**config.mk**
```make
export PLATFORM = sky130hd
export DESIGN_NAME = matrix_scan_scheduler_flat
export DESIGN_NICKNAME = d
export VERILOG_FILES = /design/src/rtl/matrix_pkg.sv /design/src/rtl/matrix_scan_scheduler_if.sv /design/src/rtl/matrix_frame_dbuf.sv /design/src/rtl/matrix_scan_scheduler.sv /design/src/flat_wrapper.sv
export SDC_FILE = /design/constraint.sdc
export NUM_CORES = 1
export LEC_CHECK = 0
export CORE_UTILIZATION = 54
export CTS_CLUSTER_DIAMETER = 50
export CTS_CLUSTER_SIZE = 25
export DETAILED_ROUTE_END_ITERATION = 6
export GPL_ROUTABILITY_DRIVEN = 1
export PLACE_DENSITY = 0.76
export REMOVE_ABC_BUFFERS = 1
export SLEW_MARGIN = 25
export SYNTH_ARGS = -nofsm -noshare
export SYNTH_HDL_FRONTEND = slang
export SYNTH_SLANG_ARGS = --single-unit
```
**constraint.sdc**
```tcl
create_clock -name sys_clk -period 1.9 [get_ports sys_clk]
set_clock_uncertainty 0.1 [all_clocks]
set_input_delay 0.475 -clock sys_clk [delete_from_list [all_inputs] [get_ports sys_clk]]
set_output_delay 0.475 -clock sys_clk [all_outputs]
set_load 0.005 [all_outputs]
```
**src/rtl/matrix_pkg.sv**
```systemverilog
// matrix_pkg: shared constants, scan state encoding and the row-word helper
// for the 8x8 LED matrix row-scan controller.
//   ROWS, COLS : matrix geometry (fixed 8x8)
//   WORD_W     : width of the word handed to the cascaded 74HC595 serializer
//   scan_state_e : LOAD -> SEND -> WAIT_DONE -> DWELL
//   make_word  : builds {row one-hot, inverted column bits}
package matrix_pkg;

  localparam int ROWS   = 8;
  localparam int COLS   = 8;
  localparam int WORD_W = 16;

  typedef enum logic [1:0] {
    LOAD      = 2'd0,
    SEND      = 2'd1,
    WAIT_DONE = 2'd2,
    DWELL     = 2'd3
  } scan_state_e;

  // Row drivers are active-high one-hot; column sinks are active-low, so a
  // lit pixel (1) becomes a 0 on its column output.
  function automatic logic [WORD_W-1:0] make_word(input logic [2:0]      row,
                                                  input logic [COLS-1:0] pixels);
    logic [ROWS-1:0] onehot;
    onehot = {{(ROWS-1){1'b0}}, 1'b1} << row;
    return {onehot, ~pixels};
  endfunction

endpackage

```
**src/rtl/matrix_scan_scheduler_if.sv**
```systemverilog
// matrix_scan_scheduler_if: word handshake and output-enable between the
// row-scan scheduler (master) and the 16-bit 74HC595 serializer (slave).
//   word_valid/word_data/word_ready : valid/ready word transfer
//   shift_done                      : serializer has shifted and latched
//   oe_n                            : 74HC595 output enable, active low
interface matrix_scan_scheduler_if;
  import matrix_pkg::*;

  logic              word_valid;
  logic [WORD_W-1:0] word_data;
  logic              word_ready;
  logic              shift_done;
  logic              oe_n;

  modport master (
    output word_valid,
    output word_data,
    output oe_n,
    input  word_ready,
    input  shift_done
  );

  modport slave (
    input  word_valid,
    input  word_data,
    input  oe_n,
    output word_ready,
    output shift_done
  );

endinterface

```
**src/rtl/matrix_frame_dbuf.sv**
```systemverilog
// matrix_frame_dbuf: double-buffered 8x8 frame store.
//   sys_clk, rst_n        : clock, async active-low reset (banks clear to 0)
//   wr_en/wr_row/wr_data  : host write into the bank that is currently back
//   swap                  : toggle which bank is front (frame boundary)
//   rd_row/rd_data        : combinational read of the front bank
module matrix_frame_dbuf
  import matrix_pkg::*;
(
  input  logic            sys_clk,
  input  logic            rst_n,
  input  logic            wr_en,
  input  logic [2:0]      wr_row,
  input  logic [COLS-1:0] wr_data,
  input  logic            swap,
  input  logic [2:0]      rd_row,
  output logic [COLS-1:0] rd_data
);

  logic [COLS-1:0] bank0_r [ROWS];
  logic [COLS-1:0] bank1_r [ROWS];
  logic            front_r;

  // Bank storage and front index. The write targets the bank that is back
  // before any swap this cycle, so a coincident write lands in the new front.
  always_ff @(posedge sys_clk or negedge rst_n) begin
    if (!rst_n) begin
      for (int i = 0; i < ROWS; i++) begin
        bank0_r[i] <= {COLS{1'b0}};
        bank1_r[i] <= {COLS{1'b0}};
      end
      front_r <= 1'b0;
    end else begin
      if (wr_en) begin
        if (front_r) begin
          bank0_r[wr_row] <= wr_data;
        end else begin
          bank1_r[wr_row] <= wr_data;
        end
      end
      if (swap) begin
        front_r <= ~front_r;
      end
    end
  end

  // Front-bank read port.
  always_comb begin
    rd_data = {COLS{1'b0}};
    if (front_r) begin
      rd_data = bank1_r[rd_row];
    end else begin
      rd_data = bank0_r[rd_row];
    end
  end

endmodule

```
**src/rtl/matrix_scan_scheduler.sv**
```systemverilog
// matrix_scan_scheduler: row-scan controller for an 8x8 LED matrix driven
// through two cascaded 74HC595s.
//   sys_clk, rst_n            : clock, async active-low reset
//   wr_en/wr_row/wr_data      : host writes one row into the back buffer
//   swap_req / swap_pending   : request front/back swap at next frame boundary
//   frame_start               : pulse in the cycle after row 0 is loaded
//   cur_row                   : row being loaded or displayed
//   ser (master)              : word_valid/word_data/word_ready, shift_done, oe_n
module matrix_scan_scheduler #(
  parameter int DWELL_CYCLES = 1024,
  parameter int ROWS         = 8,
  parameter int COLS         = 8
) (
  input  logic                    sys_clk,
  input  logic                    rst_n,
  input  logic                    wr_en,
  input  logic [$clog2(ROWS)-1:0] wr_row,
  input  logic [COLS-1:0]         wr_data,
  input  logic                    swap_req,
  output logic                    swap_pending,
  output logic                    frame_start,
  output logic [$clog2(ROWS)-1:0] cur_row,
  matrix_scan_scheduler_if.master ser
);
  import matrix_pkg::*;

  localparam int                ROW_W      = $clog2(ROWS);
  localparam int                CNT_W      = $clog2(DWELL_CYCLES + 1);
  localparam logic [CNT_W-1:0]  DWELL_LAST = CNT_W'(DWELL_CYCLES - 1);
  localparam logic [ROW_W-1:0]  LAST_ROW   = ROW_W'(ROWS - 1);

  scan_state_e       state_r;
  logic [CNT_W-1:0]  dwell_cnt_r;
  logic [ROW_W-1:0]  cur_row_r;
  logic              word_valid_r;
  logic [WORD_W-1:0] word_data_r;
  logic              frame_start_r;
  logic              swap_pending_r;
  logic              oe_n_r;
  logic [COLS-1:0]   front_pixels_s;
  logic              boundary_s;
  logic              do_swap_s;

  matrix_frame_dbuf u_dbuf (
    .sys_clk (sys_clk),
    .rst_n   (rst_n),
    .wr_en   (wr_en),
    .wr_row  (wr_row),
    .wr_data (wr_data),
    .swap    (do_swap_s),
    .rd_row  (cur_row_r),
    .rd_data (front_pixels_s)
  );

  // Frame boundary: last dwell cycle of the last row.
  always_comb begin
    boundary_s = 1'b0;
    if ((state_r == DWELL) && (dwell_cnt_r == {CNT_W{1'b0}}) && (cur_row_r == LAST_ROW)) begin
      boundary_s = 1'b1;
    end else begin
      boundary_s = 1'b0;
    end
    do_swap_s = boundary_s & swap_pending_r;
  end

  // Scan FSM with registered handshake, blanking and dwell counter.
  always_ff @(posedge sys_clk or negedge rst_n) begin
    if (!rst_n) begin
      state_r       <= LOAD;
      dwell_cnt_r   <= {CNT_W{1'b0}};
      cur_row_r     <= {ROW_W{1'b0}};
      word_valid_r  <= 1'b0;
      word_data_r   <= {WORD_W{1'b0}};
      frame_start_r <= 1'b0;
      oe_n_r        <= 1'b1;
    end else begin
      frame_start_r <= 1'b0;
      case (state_r)
        LOAD: begin
          word_data_r   <= make_word(cur_row_r, front_pixels_s);
          word_valid_r  <= 1'b1;
          frame_start_r <= (cur_row_r == {ROW_W{1'b0}});
          oe_n_r        <= 1'b1;
          state_r       <= SEND;
        end
        SEND: begin
          if (word_valid_r && ser.word_ready) begin
            word_valid_r <= 1'b0;
            state_r      <= WAIT_DONE;
          end
        end
        WAIT_DONE: begin
          if (ser.shift_done) begin
            dwell_cnt_r <= DWELL_LAST;
            oe_n_r      <= 1'b0;
            state_r     <= DWELL;
          end
        end
        DWELL: begin
          if (dwell_cnt_r == {CNT_W{1'b0}}) begin
            oe_n_r    <= 1'b1;
            cur_row_r <= cur_row_r + {{(ROW_W-1){1'b0}}, 1'b1};
            state_r   <= LOAD;
          end else begin
            dwell_cnt_r <= dwell_cnt_r - {{(CNT_W-1){1'b0}}, 1'b1};
          end
        end
        default: begin
          word_valid_r <= 1'b0;
          oe_n_r       <= 1'b1;
          state_r      <= LOAD;
        end
      endcase
    end
  end

  // Swap request latch; a request in the swap cycle re-arms for the next frame.
  always_ff @(posedge sys_clk or negedge rst_n) begin
    if (!rst_n) begin
      swap_pending_r <= 1'b0;
    end else if (swap_req) begin
      swap_pending_r <= 1'b1;
    end else if (do_swap_s) begin
      swap_pending_r <= 1'b0;
    end else begin
      swap_pending_r <= swap_pending_r;
    end
  end

  assign ser.word_valid = word_valid_r;
  assign ser.word_data  = word_data_r;
  assign ser.oe_n       = oe_n_r;
  assign swap_pending   = swap_pending_r;
  assign frame_start    = frame_start_r;
  assign cur_row        = cur_row_r;

endmodule

```
**src/flat_wrapper.sv**
```systemverilog
// flat-port wrapper written by rule: the top's interface ports become plain ports
module matrix_scan_scheduler_flat import matrix_pkg::*;
#(
  parameter int DWELL_CYCLES = 1024,
  parameter int ROWS         = 8,
  parameter int COLS         = 8
)
  (sys_clk, rst_n, wr_en, wr_row, wr_data, swap_req, swap_pending, frame_start, cur_row, ser_word_valid, ser_word_data, ser_oe_n, ser_word_ready, ser_shift_done);
  matrix_scan_scheduler_if ser_i ();
  input  logic sys_clk;
  input  logic rst_n;
  input  logic wr_en;
  input  logic [$clog2(ROWS)-1:0] wr_row;
  input  logic [COLS-1:0] wr_data;
  input  logic swap_req;
  output logic swap_pending;
  output logic frame_start;
  output logic [$clog2(ROWS)-1:0] cur_row;
  output wire logic [$bits(ser_i.word_valid)-1:0] ser_word_valid;
  output wire logic [$bits(ser_i.word_data)-1:0] ser_word_data;
  output wire logic [$bits(ser_i.oe_n)-1:0] ser_oe_n;
  input wire logic [$bits(ser_i.word_ready)-1:0] ser_word_ready;
  input wire logic [$bits(ser_i.shift_done)-1:0] ser_shift_done;
  assign ser_word_valid = ser_i.word_valid;
  assign ser_word_data = ser_i.word_data;
  assign ser_oe_n = ser_i.oe_n;
  assign ser_i.word_ready = ser_word_ready;
  assign ser_i.shift_done = ser_shift_done;
  matrix_scan_scheduler #(.DWELL_CYCLES(DWELL_CYCLES), .ROWS(ROWS), .COLS(COLS)) u_core (.sys_clk(sys_clk), .rst_n(rst_n), .wr_en(wr_en), .wr_row(wr_row), .wr_data(wr_data), .swap_req(swap_req), .swap_pending(swap_pending), .frame_start(frame_start), .cur_row(cur_row), .ser(ser_i));
endmodule
```
# Word-level counts from Yosys, hierarchy flattened

Index checks and enable logic that the tools add are counted.
W data, S select, Z words.

$add $sub $neg: 2
Bitwise operators: 5
Shift-type cells: 1
Magnitude comparators: 3
Reductions and logical operators: 18
Equal/unequal tests: 8
Mux-type cells: 27

Operators by type and width:

| cell                    | count |
|---|---|
| $bwmux W64              | 2 |
| $bmux W8 S3             | 2 |
| $mux W8                 | 6 |
| $demux W8 S3            | 1 |
| $mux W11                | 2 |
| $pmux W11 S2            | 1 |
| $logic_not A11 Y1       | 1 |
| $sub A11 B1 Y11 const B | 1 |
| $reduce_and A3 Y1       | 3 |
| $ge A4 B4 Y1 const B    | 2 |
| $not A3 Y4              | 2 |
| $not A8 Y8              | 1 |
| $pmux W2 S4             | 1 |
| $reduce_and A2 Y1       | 4 |
| $shl A1 B3 Y8 const A   | 1 |
| $mux W1                 | 7 |
| $mux W2                 | 3 |
| $ne A2 B2 Y1 const B    | 3 |
| $reduce_bool A2 Y1      | 3 |
| $eq A2 B2 Y1 const B    | 2 |
| $logic_and A1 B1 Y1     | 4 |
| $lt A4 B1 Y1 const B    | 1 |
| $add A3 B1 Y3 const B   | 1 |
| $eq A3 B3 Y1 const B    | 1 |
| 9 further kinds         | 9 |

Bits of input ports: 17
Output and inout bits: 23
Register bits: 165

# Logic depth before layout (Yosys ltp)

Depth after elaboration: 7
Mapped depth: 8
Gate-level depth less buffers: 6

# Hierarchy

From an unflattened synthesis, not the netlist that was laid out.

Cells, all modules: 566
Area total of the unflattened synthesis: 7810.0 um^2

Modules (own cells, without submodules):

| module                | area an instance (um^2) | cells each | times used | seq. area each (um^2) |
|---|---|---|---|---|
| matrix_frame_dbuf     | 5943.2                  | 393        | 1          | 3228.1 |
| matrix_scan_scheduler | 1866.8                  | 173        | 1          | 902.1 |

# Worst setup path before layout

OpenSTA, ideal clock, no wires.

Path kind: register to register
From: reg u_core.dwell_cnt_r[0]
To: reg u_core.state_r[1]
Period minus slack after synthesis: 2058 ps
Setup time: 125 ps
Path buffers: 0
Stages on the path, launching flop included: 7
Arrival: 1833 ps
Path slack: -158 ps
Cells stage by stage: dfrtp_1 > inv_1 > ha_1 > nor3b_4 > nand4b_4 > a221o_1 > mux2_4

Word-level cells in the longest chain between the ends: 3

RTL lines:

| what                        | line                         | source |
|---|---|---|
| start: declaration          | matrix_scan_scheduler.sv:33  | `logic [CNT_W-1:0] dwell_cnt_r;` |
| start signal: assignment    | matrix_scan_scheduler.sv:70  | `dwell_cnt_r <= {CNT_W{1'b0}};` |
| start signal: assignment    | matrix_scan_scheduler.sv:105 | `dwell_cnt_r <= dwell_cnt_r - {{(CNT_W-1){1'b0}}, 1'b1};` |
| $logic_not A11 Y1           | matrix_scan_scheduler.sv:100 | `if (dwell_cnt_r == {CNT_W{1'b0}}) begin` |
| $ne A2 B2 Y1 (no line)      | --                           |  |
| $reduce_and A3 Y1 (no line) | --                           |  |
| end signal: assignment      | matrix_scan_scheduler.sv:96  | `state_r <= DWELL;` |
| end signal: assignment      | matrix_scan_scheduler.sv:103 | `state_r <= LOAD;` |
| end signal: assignment      | matrix_scan_scheduler.sv:111 | `state_r <= LOAD;` |
| end: declaration            | matrix_scan_scheduler.sv:32  | `scan_state_e state_r;` |

No other way between the ends.
A chain may end at the register's enable or synchronous reset.

# Final worst setup path

From: reg u_core.dwell_cnt_r[1]
To: reg u_core.state_r[1]

The elaborated chain is that of the path after synthesis.

==> results.ini <==
[cts]
clk_latency_ns = 0.43
cts_max_level = 4
clk_pin_slew_worst_paths_ns = 0.06
clock-sinks = 165
cts_buffer_depth = 2
tritoncts = done
cts_buffers = 17
cts-root-buf = clkbuf_16

[global_routing]
grt_pass1_wl_mm = 29.2
grt_pass1_vias = 5422
grt_overflow = 0
grt_max_degree = 58
antenna_found_initial = 0
grtUsageTotal = 0.270

[detailed_routing]
antenna_left = 0
wl_mm = 18.5
first_pass_iters = 4
wl_met2_mm = 9.52
initialDrtViolationCount = 315
via_per_inst = 6.00
wire_per_inst_um = 21.5
dr_total_vias = 5168
drc = 0
wl_met3_um = 660
wl_met1_mm = 7.88
top_layer = met4

[finish]
fin_nets = 696
utilization = 0.702
drive_gt1_frac = 0.470
syn2layout_area_growth_pct = 26.9
multi_input_area_um2 = 3500
seqCellArea_um2 = 4130
n_fill_cell = 925
diodes = 0

[critical_path]
endpoint_kind = flop
r2r_setup_slack_ns = -0.06
critPathRequiredTime_ns = 2.12
path_max_fanout = 3
start_kind = flop
timing.critical_path.slowest_stage_cell = a221o_1
worstPathCellList = inv_2 -> ha_4 -> nor3b_4 -> nand4b_4 -> a221o_1 -> mux2_4
max_stage_delay_ns = 0.41
critPathKind = flop to flop
crit_arrival_ns = 2.18

[logic_synthesis]
synth_top_area_cell = dfrtp_1
synthTopCellsByCount = dfrtp_1, mux2_2, mux4_2, clkbuf_1, nor2_1
netlist_top_cells_area = dfrtp_1, mux2_2, mux4_2, ha_1, clkbuf_1
ys.warnings.count = 0
synth_top_area_share = 0.535
synth.most_common_cell = dfrtp_1
ys_ff_latch = 165
synth_edf_count = 0
avgSynthCellArea_um2 = 13.7
yosysSeqAreaShare = 0.538
syn_inst = 558
syn_area_um2 = 7670
async_flop_share = 1.00
synthDistinctLibCells = 51
synth_ff_type = dfrtp_1

[timing]
fin_ws_ns = -0.0592
rsz0062_at_grt = yes
tns_ns = -0.102
final.period_utilization = 1.03
setup_viol_count_final = 3
slew_violations = 0
fmax_ghz = 0.510
relSlewSlack = 0.741
tightest_slew_ns = 0.389
hold_viol_final = 0
min_period_ns = 1.96

[place]
routabilityCongestion = 0.797
place.detailed.hpwl_mm = 11.6
port_buffers = 39

[power]
powerDensity_nw_per_um2 = 983
leakage_nw = 4.43
ir_drop_mv = 0.764

[run_status]
violations = negative setup slack
status = finished, violations left

[floorplanning]
die_h_um = 121
start_util = 0.553
fp.dieW_um = 121
num_rows = 43
core_region_area_um2 = 13900
io_pins = 40
die_area_um2 = 14700

[run]
maxCapViolations = 0

[worst_hold_path]
hold_path_class = flop to flop

## kinds of logic (layout without fill, tap and decap cells)
| group | after synthesis | in the layout | synth area share |
|---|---|---|---|
| and+or+nand+nor | 101 | 101 | 0.0708 |
| adders and majority gates | 11 | 11 | 0.0179 |
| DFF | 165 | 165 | 0.538 |
| muxes | 170 | 170 | 0.296 |
| buffers and inverters | 51 | 174 | 0.0261 |
| xor gates and xnor gates | 2 | 2 | 0.00228 |
| AOI/OAI and AO/OA | 58 | 58 | 0.0484 |
## cells in the final DEF (no fill, tap or decap), types with 3 or more instances in the layout
master             n
dlymetal6s2s_1    11
ha_1               7
buf_4             76
nand2b_1           4
o22ai_2            4
a21oi_1           11
mux4_2            32
nand2_1           24
dlygate4sd2_1      3
buf_12             7
dfrtp_1          161
mux2i_1            5
mux2_2           132
nor3_1             3
inv_1             11
nand3_1           10
nand3b_1           3
dfrtp_2            3
clkinvlp_4         6
or3_1              6
o22ai_1            5
a31oi_1            7
clkbuf_16         19
nand4_1            4
bufinv_16          3
nor2_1            28
o21ai_0            9
clkdlybuf4s50_1   24
ha_4               3
o31ai_1            3
## per-stage QoR
stage	power (mW)	cells	hold slack [ns]	setup WS (ns)	cell area, um^2
after floorplan	5.12	522	0.0794	-0.766	7530
after global placement	5.76	807	0.309	-0.320	8720
after detailed placement	5.89	807	0.310	-0.396	8720
after CTS	9.46	850	0.405	-0.0917	9480
after global routing	9.98	861	0.423	-0.155	9740
final	9.57	861	0.403	-0.0592	9740
## worst paths after layout
path / start / endpoint / cells after the start
setup / recovery: u_core.dwell_cnt_r[1] / u_core.state_r[1] / 6
hold / removal: u_core.ser.word_data[15] / u_core.ser.word_data[15] / 1
setup reg to reg: u_core.dwell_cnt_r[1] / u_core.state_r[1] / 6
hold reg to reg: u_core.ser.word_data[15] / u_core.ser.word_data[15] / 1
max in group asynchronous: rst_n / u_core.u_dbuf.bank1_r[31] / 3
min in group asynchronous: rst_n / u_core.dwell_cnt_r[3] / 2
## registers in the layout (all words and copies together) (netlist names)
name	flops
u_core.ser.word_data	16
u_core.swap_pending	1
u_core.state_r	2
u_core.frame_start	1
u_core.u_dbuf.bank1_r	64
u_core.cur_row	3
u_core.ser.word_valid	1
u_core.dwell_cnt_r	11
u_core.ser.oe_n	1
u_core.u_dbuf.bank0_r	64
u_core.u_dbuf.front_r	1
## layer usage
layer  track usage  up-vias
li1              -     2279
met1         0.349     2728
met2         0.444      130
met3        0.0583       31
met4         0.112        0
met5             0        -
## layout make-up
| class | count | share of cell area |
|---|---|---|
| Sequential cell | 165 | 0.425 |
| Multi-Input combinational cell | 342 | 0.359 |
| Timing Repair Buffer | 127 | 0.125 |
| Clock buffer | 18 | 0.0441 |
| Tap cell | 180 | 0.0231 |
| Clock inverter | 14 | 0.0182 |
| Inverter | 15 | 0.00578 |
## repair_timing
| action | in CTS | in global routing |
|---|---|---|
| resized for setup | 18 | 35 |
| buffers inserted | 10 | 9 |
| pin swaps | 2 | 13 |
| endpoints found under the setup margin | 17 | 51 |
| endpoints found under the hold margin | 33 | 0 |
| cloned | 0 | 2 |
| hold buffers | 1 | 0 |
## report_power, final
group          internal, mW  total [mW]  switching (mW)
Sequential             3.93        4.19           0.259
Clock                  2.08        3.52            1.44
Combinational         0.990        1.87           0.879
## critical path: cells and delay by family, from the launching register on
kind                       cells  cell delay, ns
adders and majority gates      1            0.13
muxes                          1            0.31
AOI/OAI and AO/OA              1            0.41
buffers and inverters          1            0.09
and+or+nand+nor                2            0.42
DFF                            1            0.40
Note: power is estimated with default switching activity, not from simulation.
